File: src/rtl/i2c_reg_arbiter.sv
// Shares one 8-bit downstream register bus between the I2C peripheral register
// interface and a local host port: round-robin grant, one access in flight, bus timeout.
module i2c_reg_arbiter #(
    parameter int unsigned TIMEOUT_CYCLES = 64,
    parameter logic [7:0]  TIMEOUT_DATA   = 8'hFF
) (
    input  logic       i_sys_clk,
    input  logic       i_rst,
    input  logic [7:0] i_i2c_register_address,
    input  logic       i_i2c_read_enable,
    output logic [7:0] o_i2c_register_data,
    output logic       o_i2c_read_valid,
    input  logic       i_i2c_read_ack,
    input  logic [7:0] i_i2c_register_data,
    input  logic       i_i2c_write_valid,
    output logic       o_i2c_write_ack,
    input  logic       i_host_req,
    input  logic       i_host_we,
    input  logic [7:0] i_host_addr,
    input  logic [7:0] i_host_wdata,
    output logic [7:0] o_host_rdata,
    output logic       o_host_done,
    output logic       o_bus_req,
    output logic       o_bus_we,
    output logic [7:0] o_bus_addr,
    output logic [7:0] o_bus_wdata,
    input  logic [7:0] i_bus_rdata,
    input  logic       i_bus_done,
    output logic       o_bus_timeout
);
    localparam int unsigned      CNT_W    = $clog2(TIMEOUT_CYCLES);
    localparam logic [CNT_W-1:0] CNT_LAST = CNT_W'(TIMEOUT_CYCLES - 1);
    localparam logic [CNT_W-1:0] CNT_ONE  = CNT_W'(1);

    typedef enum logic [2:0] {
        ST_IDLE        = 3'd0,
        ST_BUS         = 3'd1,
        ST_I2C_RD_HOLD = 3'd2,
        ST_I2C_WR_HOLD = 3'd3,
        ST_HOST_DONE   = 3'd4
    } state_t;

    typedef enum logic [1:0] {
        OWN_I2C_RD = 2'd0,
        OWN_I2C_WR = 2'd1,
        OWN_HOST   = 2'd2
    } owner_t;

    state_t           state_r, state_s;
    owner_t           owner_r, owner_s;
    logic [CNT_W-1:0] cnt_r, cnt_s;
    logic             prefer_i2c_r, prefer_i2c_s;
    logic             rd_armed_r, rd_armed_s;
    logic             bus_req_r, bus_req_s;
    logic             bus_we_r, bus_we_s;
    logic [7:0]       bus_addr_r, bus_addr_s;
    logic [7:0]       bus_wdata_r, bus_wdata_s;
    logic [7:0]       i2c_rdata_r, i2c_rdata_s;
    logic             i2c_rvalid_r, i2c_rvalid_s;
    logic             i2c_wack_r, i2c_wack_s;
    logic [7:0]       host_rdata_r, host_rdata_s;
    logic             host_done_r, host_done_s;
    logic             timeout_r, timeout_s;

    logic             i2c_req_s;
    logic             grant_i2c_s;
    logic             bus_fin_s;
    logic [7:0]       bus_data_s;

    // A read is only offered once per read_enable assertion; writes win over reads.
    assign i2c_req_s   = i_i2c_write_valid | (i_i2c_read_enable & rd_armed_r);
    assign grant_i2c_s = i2c_req_s & (~i_host_req | prefer_i2c_r);
    assign bus_fin_s   = i_bus_done | (cnt_r == CNT_LAST);
    assign bus_data_s  = i_bus_done ? i_bus_rdata : TIMEOUT_DATA;

    // Next-state, grant and output-register decode.
    always_comb begin
        state_s      = state_r;
        owner_s      = owner_r;
        cnt_s        = cnt_r;
        prefer_i2c_s = prefer_i2c_r;
        rd_armed_s   = rd_armed_r | ~i_i2c_read_enable;
        bus_req_s    = bus_req_r;
        bus_we_s     = bus_we_r;
        bus_addr_s   = bus_addr_r;
        bus_wdata_s  = bus_wdata_r;
        i2c_rdata_s  = i2c_rdata_r;
        i2c_rvalid_s = i2c_rvalid_r;
        i2c_wack_s   = i2c_wack_r;
        host_rdata_s = host_rdata_r;
        host_done_s  = 1'b0;
        timeout_s    = 1'b0;
        case (state_r)
            ST_IDLE: begin
                if (i2c_req_s || i_host_req) begin
                    state_s   = ST_BUS;
                    bus_req_s = 1'b1;
                    cnt_s     = '0;
                    // Round-robin pointer moves only when both sides actually contend.
                    if (i2c_req_s && i_host_req) begin
                        prefer_i2c_s = ~grant_i2c_s;
                    end else begin
                        prefer_i2c_s = prefer_i2c_r;
                    end
                    if (grant_i2c_s) begin
                        owner_s     = i_i2c_write_valid ? OWN_I2C_WR : OWN_I2C_RD;
                        bus_we_s    = i_i2c_write_valid;
                        bus_addr_s  = i_i2c_register_address;
                        bus_wdata_s = i_i2c_register_data;
                    end else begin
                        owner_s     = OWN_HOST;
                        bus_we_s    = i_host_we;
                        bus_addr_s  = i_host_addr;
                        bus_wdata_s = i_host_wdata;
                    end
                end else begin
                    state_s = ST_IDLE;
                end
            end
            ST_BUS: begin
                if (bus_fin_s) begin
                    bus_req_s = 1'b0;
                    cnt_s     = '0;
                    timeout_s = ~i_bus_done;
                    case (owner_r)
                        OWN_I2C_RD: begin
                            i2c_rdata_s  = bus_data_s;
                            i2c_rvalid_s = 1'b1;
                            state_s      = ST_I2C_RD_HOLD;
                        end
                        OWN_I2C_WR: begin
                            i2c_wack_s = 1'b1;
                            state_s    = ST_I2C_WR_HOLD;
                        end
                        OWN_HOST: begin
                            host_rdata_s = bus_we_r ? host_rdata_r : bus_data_s;
                            host_done_s  = 1'b1;
                            state_s      = ST_HOST_DONE;
                        end
                        default: begin
                            state_s = ST_IDLE;
                        end
                    endcase
                end else begin
                    cnt_s = cnt_r + CNT_ONE;
                end
            end
            ST_I2C_RD_HOLD: begin
                if (i_i2c_read_ack) begin
                    i2c_rvalid_s = 1'b0;
                    rd_armed_s   = ~i_i2c_read_enable;
                    state_s      = ST_IDLE;
                end else begin
                    i2c_rvalid_s = 1'b1;
                end
            end
            ST_I2C_WR_HOLD: begin
                if (!i_i2c_write_valid) begin
                    i2c_wack_s = 1'b0;
                    state_s    = ST_IDLE;
                end else begin
                    i2c_wack_s = 1'b1;
                end
            end
            ST_HOST_DONE: begin
                state_s = ST_IDLE;
            end
            default: begin
                state_s   = ST_IDLE;
                bus_req_s = 1'b0;
            end
        endcase
    end

    // State and registered outputs; reset drops any transaction in flight.
    always_ff @(posedge i_sys_clk or posedge i_rst) begin
        if (i_rst) begin
            state_r      <= ST_IDLE;
            owner_r      <= OWN_I2C_RD;
            cnt_r        <= '0;
            prefer_i2c_r <= 1'b1;
            rd_armed_r   <= 1'b1;
            bus_req_r    <= 1'b0;
            bus_we_r     <= 1'b0;
            bus_addr_r   <= 8'h00;
            bus_wdata_r  <= 8'h00;
            i2c_rdata_r  <= 8'h00;
            i2c_rvalid_r <= 1'b0;
            i2c_wack_r   <= 1'b0;
            host_rdata_r <= 8'h00;
            host_done_r  <= 1'b0;
            timeout_r    <= 1'b0;
        end else begin
            state_r      <= state_s;
            owner_r      <= owner_s;
            cnt_r        <= cnt_s;
            prefer_i2c_r <= prefer_i2c_s;
            rd_armed_r   <= rd_armed_s;
            bus_req_r    <= bus_req_s;
            bus_we_r     <= bus_we_s;
            bus_addr_r   <= bus_addr_s;
            bus_wdata_r  <= bus_wdata_s;
            i2c_rdata_r  <= i2c_rdata_s;
            i2c_rvalid_r <= i2c_rvalid_s;
            i2c_wack_r   <= i2c_wack_s;
            host_rdata_r <= host_rdata_s;
            host_done_r  <= host_done_s;
            timeout_r    <= timeout_s;
        end
    end

    assign o_i2c_register_data = i2c_rdata_r;
    assign o_i2c_read_valid    = i2c_rvalid_r;
    assign o_i2c_write_ack     = i2c_wack_r;
    assign o_host_rdata        = host_rdata_r;
    assign o_host_done         = host_done_r;
    assign o_bus_req           = bus_req_r;
    assign o_bus_we            = bus_we_r;
    assign o_bus_addr          = bus_addr_r;
    assign o_bus_wdata         = bus_wdata_r;
    assign o_bus_timeout       = timeout_r;
endmodule

File: config.mk
export PLATFORM = sky130hd
export DESIGN_NAME = i2c_reg_arbiter
export DESIGN_NICKNAME = d
export VERILOG_FILES = /design/src/rtl/i2c_reg_arbiter.sv
export SDC_FILE = /design/constraint.sdc
export NUM_CORES = 1
export LEC_CHECK = 0
export ABC_CLOCK_PERIOD_IN_PS = 3460
export BUFFER_PORTS_ARGS = -buffer_cell sky130_fd_sc_hd__buf_4
export CORE_AREA = 2 2 72 74
export CTS_BUF_LIST = sky130_fd_sc_hd__clkbuf_2
export CTS_CLUSTER_SIZE = 24
export DETAILED_ROUTE_END_ITERATION = 10
export DIE_AREA = 0 0 74 76
export PLACE_DENSITY = 0.85
export SLEW_MARGIN = 0
export SYNTH_ARGS = -nofsm -noshare
export SYNTH_HDL_FRONTEND = slang
export SYNTH_SLANG_ARGS = --single-unit
File: constraint.sdc
create_clock -name i_sys_clk -period 3.46 [get_ports i_sys_clk]
set_input_delay 0.519 -clock i_sys_clk [delete_from_list [all_inputs] [get_ports i_sys_clk]]
set_output_delay 0.519 -clock i_sys_clk [all_outputs]
set_load 0.02 [all_outputs]
* After elaboration in Yosys (flattened, before gate mapping)
Cells that the tools add are included.
** Operators by class
- Mux-type cells :: 33
- Equal/unequal tests :: 13
- Bitwise logic cells :: 12
- Add/sub/neg operators :: 1
- Reduce and logical (&&, ||, !) cells :: 17
** Operators by type and width (count)
- $mux W8 :: 3
- $mux W1 :: 18
- $reduce_and A3 Y1 :: 6
- $mux W6 :: 2
- $pmux W3 S4 :: 1
- $pmux W6 S2 :: 1
- $mux W3 :: 3
- $pmux W3 S3 :: 1
- $ne A2 B2 Y1 const B :: 4
- $add A6 B1 Y6 const B :: 1
- $eq A3 B2 Y1 const B :: 2
- $eq A6 B6 Y1 const B :: 1
- $not A1 Y1 :: 6
- $reduce_bool A2 Y1 :: 3
- $ne A2 B1 Y1 const B :: 2
- $or A1 B1 Y1 :: 4
- $pmux W1 S2 :: 2
- $reduce_and A2 Y1 :: 2
- $reduce_and A4 Y1 :: 1
- $eq A3 B1 Y1 const B :: 1
- $eq A3 B3 Y1 const B :: 1
- $logic_not A3 Y1 :: 1
- $pmux W1 S3 :: 1
- $reduce_or A3 Y1 :: 1
- other kinds (7) :: 8
** Word-level totals
- Word-level logic and storage cells :: 91
- Output and inout port bits :: 38
- Register bits :: 51

* Logic depth before layout (Yosys ltp)
- Word-level depth :: 5
- Mapped depth :: 6
- Gate-level depth less buffers :: 4

* Worst setup path after synthesis
Ideal clock, no wire load.
- Path kind :: register to register
- Start :: register cnt_r[0]
- End :: register host_rdata_r[0], in the netlist o_host_rdata[0]
- Data arrival time :: 1565 ps
- Stages on the path, launching flop included :: 6
- Setup time :: 139 ps
- Setup slack :: 1757 ps
- Period minus slack after synthesis :: 1703 ps
- Cell sequence :: dfrtp_1 > ha_1 > and3_1 > a21oi_2 > clkbuf_1 > a211oi_1
** Between the ends
- Cells in the longest elaborated chain, start to end :: 3
** RTL lines
- from (decl) :: RTL line 51 : logic [CNT_W-1:0] cnt_r, cnt_s;
- from (signal assigned) :: RTL line 196 : cnt_r <= cnt_s;
- $eq A6 B6 Y1 :: RTL line 73 : assign bus_fin_s = i_bus_done | (cnt_r == CNT_LAST);
- $or A1 B1 Y1 :: RTL line 73
- $reduce_and A4 Y1 (no source line)
- to (signal assigned) :: RTL line 206 : host_rdata_r <= host_rdata_s;
- to (decl) :: RTL line 61 : logic [7:0] host_rdata_r, host_rdata_s;
Every way passes these cells.
A chain may end at the register's enable or synchronous reset.

* Worst setup path after layout
- Start :: register rd_armed_r
- End :: register bus_addr_r[5], in the netlist o_bus_addr[5]
** Between the ends
- Cells in the longest elaborated chain, start to end :: 4
- Elaborated cells between the ends (all ways) :: 6
** RTL lines
- from (decl) :: RTL line 53 : logic rd_armed_r, rd_armed_s;
- from (signal assigned) :: RTL line 198 : rd_armed_r <= rd_armed_s;
- $and A1 B1 Y1 * :: RTL line 71 : assign i2c_req_s = i_i2c_write_valid | (i_i2c_read_enable & rd_armed_r);
- $or A1 B1 Y1 * :: RTL line 71
- $and A1 B1 Y1 / $logic_or A1 B1 Y1 (equally long branches) :: RTL line 72, 95
- $mux W8 / $reduce_and A2 Y1 (equally long branches)
- to (signal assigned) :: RTL line 201 : bus_addr_r <= bus_addr_s;
- to (decl) :: RTL line 56 : logic [7:0] bus_addr_r, bus_addr_s;
Mark *: on every way between the ends. The rest lies on a longest branch, timed or not.

==> flow_summary.ini <==
[setup_path]
critPathRequiredTime_ns = 3.79
startpoint = rd_armed_r
crit_path_end_kind = flip-flop
reg2reg_from = rd_armed_r
cp-endpoint = o_bus_addr[5]
crit_type = flip-flop to flip-flop
r2r-end = o_bus_addr[5]
critPathLaunchType = flip-flop
cp.arrival_ns = 2.44
cp_max_fo = 21
ff2ff_setup_slack_ns = 1.35
rr_worst_depth = 3

[sta]
setup_slack_ns = 1.35
fin_tns_setup_ns = 0
worst_slew_pin_slew_ns = 1.10
rsz0062_at_grt = false
fmax_mhz = 475
setup_viol = 0
timing.final.crit_period_ns = 2.11
whs_ns = 0.287
worst_clock_skew_ns = 0.0215
slew_headroom_pct = 26.3
hold_viol_final = 0
slew_viol_final = 0
fin_crit_sh_pct = 60.9

[clock_network]
clkTransAtPathRegs_ns = 0.26
cts.sinks = 51
cts.path.max_buffers = 2
cts-root-buf = clkbuf_2
htreeDepth = 2
cts_tree = built
numCtsBuffers = 5
cts-resized-gates = 0
cts_setup_buffers = 0
clock_latency_ns = 0.45
ctsHoldBuffers = 0

[global_routing]
grt_antenna_before_repair = 0
grt_usage_pct = 24.0
overflow = 0
grt_max_degree = 52
first_global_vias = 2340
grt_first_pass_wirelength_um = 10700

[logic_synthesis]
synth_area_sq_mm = 0.00263
synth_top_area_share_pct = 46.7
syn_area_per_cell_sq_um = 9.28
ys_seq_area_share_pct = 48.7
ys_types = 47
syn_nets = 332
yosys_register_bits = 51
yosysWarningCount = 0
synth_area_leaders = dfrtp_1, a21oi_1, a211oi_1
synth.largest_area_cell = dfrtp_1
synthCells = 283

[routing]
via_count = 2440
wl_per_cell_um = 15.0
top_layer_used = met4
antenna_left = 0
via_per_inst = 5.74
wl_met3_um = 499
drt_pre_antenna_iters = 4
post-route-drc-count = 0
drtIter0Drc = 191
wl_met1_um = 2680
dr_wl_met2_um = 3110
drt_wl_total_um = 6370

[place]
gp_congestion = 0.777
dp_hpwl_um = 4470
io_buffers = 85
place_inst = 417
placed_cell_area_sq_mm = 0.00325
place_ws_ns = 1.32

[finish]
postLayoutCoreUtil_pct = 67.9
nFillCells = 402
regArea_sq_mm = 0.00128
stdcell_area_sq_mm = 0.00334
drive_gt1_share_pct = 29.6
stdcell_count = 425
area_growth_pct = 27.1
antenna_cells = 0
fin_nets = 403
multiInputGateArea_sq_mm = 0.00113

[floorplanning]
die_h_um = 76
fp.dieW_um = 74
ios = 86
dieArea_sq_mm = 0.00562
start_util_pct = 53.4
std_cell_rows = 26
core-area_sq_mm = 0.00491

[pwr]
p_per_area_mw_per_mm2 = 894
power_mw = 2.98
ir_drop_v = 0.000487
leakagePower_nw = 1.46

[flow_run]
maxCapViolCount = 0

[min_path]
hold_path_class = primary input to async pin

[outcome]
status = finished clean
## Yosys cell counts (all sizes together)
| cell type | number |
|---|---|
| buf | 12 |
| o311ai | 1 |
| inv | 27 |
| nor3b | 3 |
| a211oi | 16 |
| dfstp | 2 |
| mux2i | 3 |
| nor2b | 2 |
| a31oi | 19 |
| and3 | 2 |
| or4b | 2 |
| nand2b | 4 |
| o22ai | 1 |
| o2bb2ai | 1 |
| o2111ai | 1 |
| o41ai | 1 |
| nand3 | 21 |
| nand3b | 1 |
| o211a | 1 |
| a21bo | 1 |
| nand2 | 5 |
| ha | 1 |
| clkbuf | 10 |
| o21ai | 18 |
| a211o | 2 |
| a21oi | 43 |
| nor2 | 1 |
| o211ai | 1 |
| o31ai | 2 |
| a21o | 1 |
| nor4b | 2 |
| and2 | 2 |
| o221ai | 1 |
| o21a | 1 |
| nor3 | 21 |
| xnor2 | 1 |
| dfrtp | 49 |
| or3 | 1 |
## registers in the layout (all words and copies together) (netlist names), 2 cells and up
name	count
o_bus_addr	8
o_bus_wdata	8
o_host_rdata	8
o_i2c_register_data	8
cnt_r	6
state_r	3
owner_r	2
## critical path: stages, from the launching register on
cell and delay (ns):
dfstp_2 0.62, a211o_1 0.55, and2_1 0.64, a31oi_1 0.19
## cell type report
| type | count | area share (%) |
|---|---|---|
| flip-flops and latches | 51 | 38.3 |
| multi-input cells | 183 | 34.0 |
| repair buffers | 86 | 19.3 |
| inverters | 27 | 3.04 |
| well taps | 70 | 2.62 |
| clock inverters | 2 | 1.80 |
| clock buffers | 6 | 0.900 |
## kinds of logic (layout without fill, tap and decap cells)
family | Yosys count | after routing | synth area share, %
xor+xnor | 1 | 1 | 0.334
flops | 51 | 51 | 48.7
mux | 3 | 3 | 1.14
fa+ha+maj | 1 | 1 | 0.477
buf+inv | 49 | 121 | 8.10
simple gates | 67 | 67 | 15.4
compound gates | 111 | 111 | 25.8
## cell usage in the layout, fill, tap and decap left out, drive strengths merged, types with 2 or more instances in the layout
cell / instances
a211o: 2
a211oi: 16
a21oi: 43
a31oi: 19
and2: 2
and3: 2
buf: 86
bufinv: 2
clkbuf: 6
dfrtp: 49
dfstp: 2
inv: 27
mux2i: 3
nand2: 5
nand2b: 4
nand3: 21
nor2b: 2
nor3: 21
nor3b: 3
nor4b: 2
o21ai: 18
o31ai: 2
or4b: 2
## worst min path at each step
| stage | from | slack, ns | end |
|---|---|---|---|
| floorplan | prefer_i2c_r | 0.47 | prefer_i2c_r |
| global placement | prefer_i2c_r | 0.48 | prefer_i2c_r |
| detailed placement | prefer_i2c_r | 0.49 | prefer_i2c_r |
| CTS | i_host_req | 0.29 | prefer_i2c_r |
| global route | i_i2c_register_address[3] | 0.27 | o_bus_addr[3] |
| finish | i_rst | 0.29 | o_bus_wdata[1] |
## per-layer routing
| layer | vias up | GRT usage (%) |
|---|---|---|
| li1 | 1183 | - |
| met1 | 1150 | 31.5 |
| met2 | 99 | 38.8 |
| met3 | 8 | 6.48 |
| met4 | 0 | 6.55 |
| met5 | - | 0 |
## power by group
part / total, mW / internal (mW) / switching (mW)
registers: 1.09 / 0.856 / 0.230
logic: 1.51 / 0.618 / 0.889
clock network: 0.389 / 0.197 / 0.192
total: 2.98 / 1.67 / 1.31
No activity file was read; power rests on OpenSTA's default activity.
